<file path="src/rtl/dec_onehot_scan.sv">
// Binary-to-one-hot decoder with an auto-scan mode for multiplexed displays.
// Define DEC_ACTIVE_LOW_EN to drive o inverted (active-low digit anodes).
module dec_onehot_scan #(
    parameter int SEL_W = 4,
    parameter int OUT_W = 2**SEL_W,
    parameter int DIV_W = 16
) (
    input  logic             clk,
    input  logic             rst_n,
    input  logic             en,
    input  logic             scan_mode,
    input  logic [SEL_W-1:0] a,
    input  logic             a_valid,
    input  logic [DIV_W-1:0] div,
    output logic [OUT_W-1:0] o,
    output logic [SEL_W-1:0] idx,
    output logic             o_valid,
    output logic             tick
);

    typedef enum logic [1:0] {
        IDLE   = 2'd0,
        DECODE = 2'd1,
        SCAN   = 2'd2
    } state_t;

`ifdef DEC_ACTIVE_LOW_EN
    localparam logic [OUT_W-1:0] O_POL = '1;
`else
    localparam logic [OUT_W-1:0] O_POL = '0;
`endif

    state_t           state;
    state_t           state_nxt;
    logic [OUT_W-1:0] hot;
    logic [OUT_W-1:0] hot_nxt;
    logic [SEL_W-1:0] idx_nxt;
    logic [SEL_W-1:0] idx_inc;
    logic             o_valid_nxt;
    logic             tick_nxt;
    logic [DIV_W-1:0] presc;
    logic [DIV_W-1:0] presc_nxt;

    function automatic logic [OUT_W-1:0] onehot(input logic [SEL_W-1:0] sel);
        logic [OUT_W-1:0] v;
        v      = '0;
        v[sel] = 1'b1;
        return v;
    endfunction

    // Active-high view of the registered output, whatever the polarity build.
    assign hot = o ^ O_POL;

    always_ff @(posedge clk or negedge rst_n) begin
        if (!rst_n) begin
            state <= IDLE;
        end else begin
            state <= state_nxt;
        end
    end

    always_comb begin
        state_nxt = state;
        if (!en) begin
            state_nxt = IDLE;
        end else if (scan_mode) begin
            state_nxt = SCAN;
        end else begin
            state_nxt = DECODE;
        end
    end

    // Next values of the registered outputs, keyed on the transition taken.
    always_comb begin
        hot_nxt     = hot;
        idx_nxt     = idx;
        o_valid_nxt = o_valid;
        tick_nxt    = 1'b0;
        presc_nxt   = '0;
        idx_inc     = (idx == SEL_W'(OUT_W - 1)) ? '0 : idx + SEL_W'(1);
        case (state_nxt)
            IDLE: begin
                hot_nxt     = '0;
                o_valid_nxt = 1'b0;
            end
            DECODE: begin
                if (state == DECODE && a_valid) begin
                    hot_nxt     = onehot(a);
                    idx_nxt     = a;
                    o_valid_nxt = 1'b1;
                end
            end
            SCAN: begin
                if (state != SCAN) begin
                    hot_nxt     = onehot('0);
                    idx_nxt     = '0;
                    o_valid_nxt = 1'b1;
                end else if (presc == div) begin
                    hot_nxt  = onehot(idx_inc);
                    idx_nxt  = idx_inc;
                    tick_nxt = 1'b1;
                end else begin
                    presc_nxt = presc + DIV_W'(1);
                end
            end
            default: begin
                hot_nxt     = '0;
                o_valid_nxt = 1'b0;
            end
        endcase
    end

    always_ff @(posedge clk or negedge rst_n) begin
        if (!rst_n) begin
            o       <= O_POL;
            idx     <= '0;
            o_valid <= 1'b0;
            tick    <= 1'b0;
            presc   <= '0;
        end else begin
            o       <= hot_nxt ^ O_POL;
            idx     <= idx_nxt;
            o_valid <= o_valid_nxt;
            tick    <= tick_nxt;
            presc   <= presc_nxt;
        end
    end

endmodule

</file>
<file path="config.mk">
export PLATFORM = sky130hd
export DESIGN_NAME = dec_onehot_scan
export DESIGN_NICKNAME = d
export VERILOG_FILES = /design/src/rtl/dec_onehot_scan.sv
export SDC_FILE = /design/constraint.sdc
export NUM_CORES = 1
export LEC_CHECK = 0
export ABC_AREA = 1
export BUFFER_PORTS_ARGS = -buffer_cell sky130_fd_sc_hd__buf_2
export CAP_MARGIN = 20
export CORE_ASPECT_RATIO = 0.6
export CORE_MARGIN = 2
export CORE_UTILIZATION = 60
export DETAILED_ROUTE_END_ITERATION = 10
export GPL_ROUTABILITY_DRIVEN = 1
export HOLD_SLACK_MARGIN = 0.15
export PLACE_DENSITY = 0.92
export SYNTH_ARGS = -nofsm -noshare
export SYNTH_HDL_FRONTEND = slang
export SYNTH_SLANG_ARGS = --single-unit
</file>
<file path="constraint.sdc">
create_clock -name clk -period 2.2 [get_ports clk]
set_input_delay 0.33 -clock clk [delete_from_list [all_inputs] [get_ports clk]]
set_output_delay 0.33 -clock clk [all_outputs]
set_load 0.01 [all_outputs]
</file>
==> summary.txt <==
Largest area contributor in the netlist - dfrtp_1
R2R Setup Slk - 0.34 ns
Footprint of the multi-input gates - 0.001266 mm2
Max-cap violations - 0
Max IR drop VDD - 0.0004636 V
Routed Antenna Nets - 0
P&R area growth vs syn - 15.69%
Crit-path cells - ha_1 -> nand2_1 -> inv_1 -> nor2_1 -> inv_1 -> nor2_1 -> a21oi_1 -> o21ai_2
Most frequent cells in the layout - nand2_1, inv_1, buf_2, nor2_1, dfrtp_1
Clock tree root buffer cell - clkbuf_8
Clock sinks - 40
Share of cells above drive strength 1 - 0.2249
RR Endpoint - o[13]$_DFFE_PN0P_
RSZ-0062 raised after global routing - no
DP HPWL - 4.660 mm
FF/Latch Area - 0.001001 mm2
Clk_skew - 0.006586 ns
Row count - 18
PwrDens - 555.4 mW/mm2
IO Port Bufs - 46
TNS Setup - 0 ns
Initial antenna violation count - 0
CP peak stage delay - 0.47 ns
Pre-antenna DRT Iters - 5
Bufs and invs on worst path - 2
Worst Reg2Reg Path Length in Cells - 8
DR DRC count - 0
Vias - 2442
Status - finished, final reports clean
Finished Cell Area - 0.002924 mm2
Synth unique cells - 30
Leading cell type in the layout, fill and taps excluded - nand2_1
Post-Place Setup Slack - 0.3926 ns
Pin count of the biggest net entering global routing - 29
Gate Count Post-Synth - 357
Clk slew on worst S/H paths - 0.07 ns
Die height - 54.28 um
Final hold vios - 0
CORE AREA - 0.004076 mm2
Slowest cell on the critical path - dfrtp_1
Yosys warns - 0
Fillers - 345
Worst EP arrival - 2.08 ns
Die Area - 0.004765 mm2
DR vias/cell - 5.207
CP endpoint - o[13]$_DFFE_PN0P_
CP startpoint kind - flip-flop
Minimum clock period - 1.863 ns
RR Startpoint - idx[0]$_DFFE_PN0P_
Post-CTS setup buffers - 0
Ant diodes - 0
FF+latch count, synth - 40
Crit-path max FO - 7
I/O pins - 47
Max-slew violations - 0
F_max - 0.5367 GHz
Pleak - 1.578 nW
Top cells by area, synth - dfrtp_1, nand2_1, inv_1, nor2_1, nand3_1
Nets@finish - 439
Total track usage - 0.2785
Post-place instance area - 0.002803 mm2
CTS tree - done
Avg Cell Area, Syn - 7.080 um2
CP Depth - 8
Grt total ovfl - 0
Max clock buf depth - 2
Setup ws final - 0.3366 ns
Crit path kind - flip-flop to flip-flop
Vias in the first global route - 2174
DR WL/cell - 12.64 um
Worst skew pair latency - 0.30 ns
CP delay by family, top - simple AND/OR/NAND/NOR gates
DRT iter0 DRCs - 222
CP endpoint kind - flip-flop
Synth Cell Area - 0.002527 mm2
WP data required - 2.42 ns
Chip width - 87.79 um
First-pass GRT wire length - 9.873 mm
Final WL - 5.928 mm
H-tree depth - 2
Setup crit start - idx[0]$_DFFE_PN0P_
Yosys top cell area share - 0.3960
Final setup viols - 0
Worst-margin pin slew - 0.4860 ns
Tcrit/Tclk final - 0.8470
Worst rel slew slack - 0.6738
Seq/Total Area, Yosys - 0.3960
Starting Density - 0.6200
Synth Net Count - 388
CTS Buf Count - 5
GP Congestion - 0.9507
Worst min path class - input pin to flip-flop
how the worst min path moves through the flow:
stage               from                 end  slack [ns]  depth (start not counted)
2_1_floorplan      rst_n  idx[0]$_DFFE_PN0P_        0.03                          0
3_3_place_gp       rst_n  presc[0]$_DFF_PN0_        0.19                          1
3_5_place_dp       rst_n  presc[0]$_DFF_PN0_        0.18                          1
4_1_cts        scan_mode  state[0]$_DFF_PN0_        0.27                          2
5_1_grt        scan_mode  state[0]$_DFF_PN0_        0.28                          2
6_report       scan_mode  state[0]$_DFF_PN0_        0.28                          2
cells by family (layout without fill, tap and decap cells):
logic type,count (synthesis),count (layout),share of synthesized area
AO/OA/AOI/OAI,40,40,0.09752
XOR/XNOR,2,2,0.006932
adder cells (fa/ha/maj),6,6,0.02970
buffers and inverters,62,114,0.1030
flip-flops,40,40,0.3960
AND/OR/NAND/NOR,207,207,0.3668
worst reg2reg max path, stage by stage (launching register included):
cell     delay (ns)
dfrtp_1        0.47
ha_1           0.26
nand2_1        0.11
inv_1          0.05
nor2_1         0.19
inv_1          0.13
nor2_1         0.30
a21oi_1        0.14
o21ai_2        0.15
state kept, by name, indices dropped and copies added (netlist names):
signal and count:
state 2, o 16, idx 4, tick 1
presc 16, o_valid 1
power by group:
part,switching [mW],internal (mW)
Sequential,0.0239,0.755
Clock,0.267,0.336
Combinational,0.161,0.0813
per-stage QoR:
stage / power (mW) / util / hold slack [ns] / std cells
floorplan: 0.9350 / - / 0.03441 / 357
finish: 1.624 / 0.7173 / 0.2847 / 469
global route: 1.706 / 0.7173 / 0.2825 / 469
detailed placement: 1.029 / 0.6875 / 0.1837 / 460
CTS: 1.632 / 0.7173 / 0.2747 / 469
global placement: 1.018 / 0.6875 / 0.1853 / 460
metal layers:
layer	GRT usage	vias up	part of all wire
met1	0.3963	1099	0.47
met3	0.06938	12	0.088
met2	0.4217	107	0.43
li1	-	1224	-
met4	0.09231	0	0.014
met5	0	-	0
Yosys cell counts, drive strengths merged:
cell type	n
o211ai	2
clkinv	1
ha	6
nand3	18
o21ai	14
nand2	124
buf	4
xor2	2
o31ai	1
dfrtp	40
o22ai	7
nor2	47
nor3b	4
a21oi	16
nand4	4
nor3	10
clkbuf	1
inv	56
timing repair:
action | 4_1_cts | 5_1_grt
endpoints found under the hold margin | 7 | 0
hold buffers | 1 | 0
resized for setup | 0 | 0
final cells by class:
type / instances / share of cell area
clock inverter: 3 / 0.01455
timing repair buffer: 49 / 0.08729
clock buffer: 5 / 0.02353
tap: 60 / 0.02567
sequential: 40 / 0.3423
multi-input combinational: 255 / 0.4330
inverter: 57 / 0.07360
(Power assumes the default switching activity.)
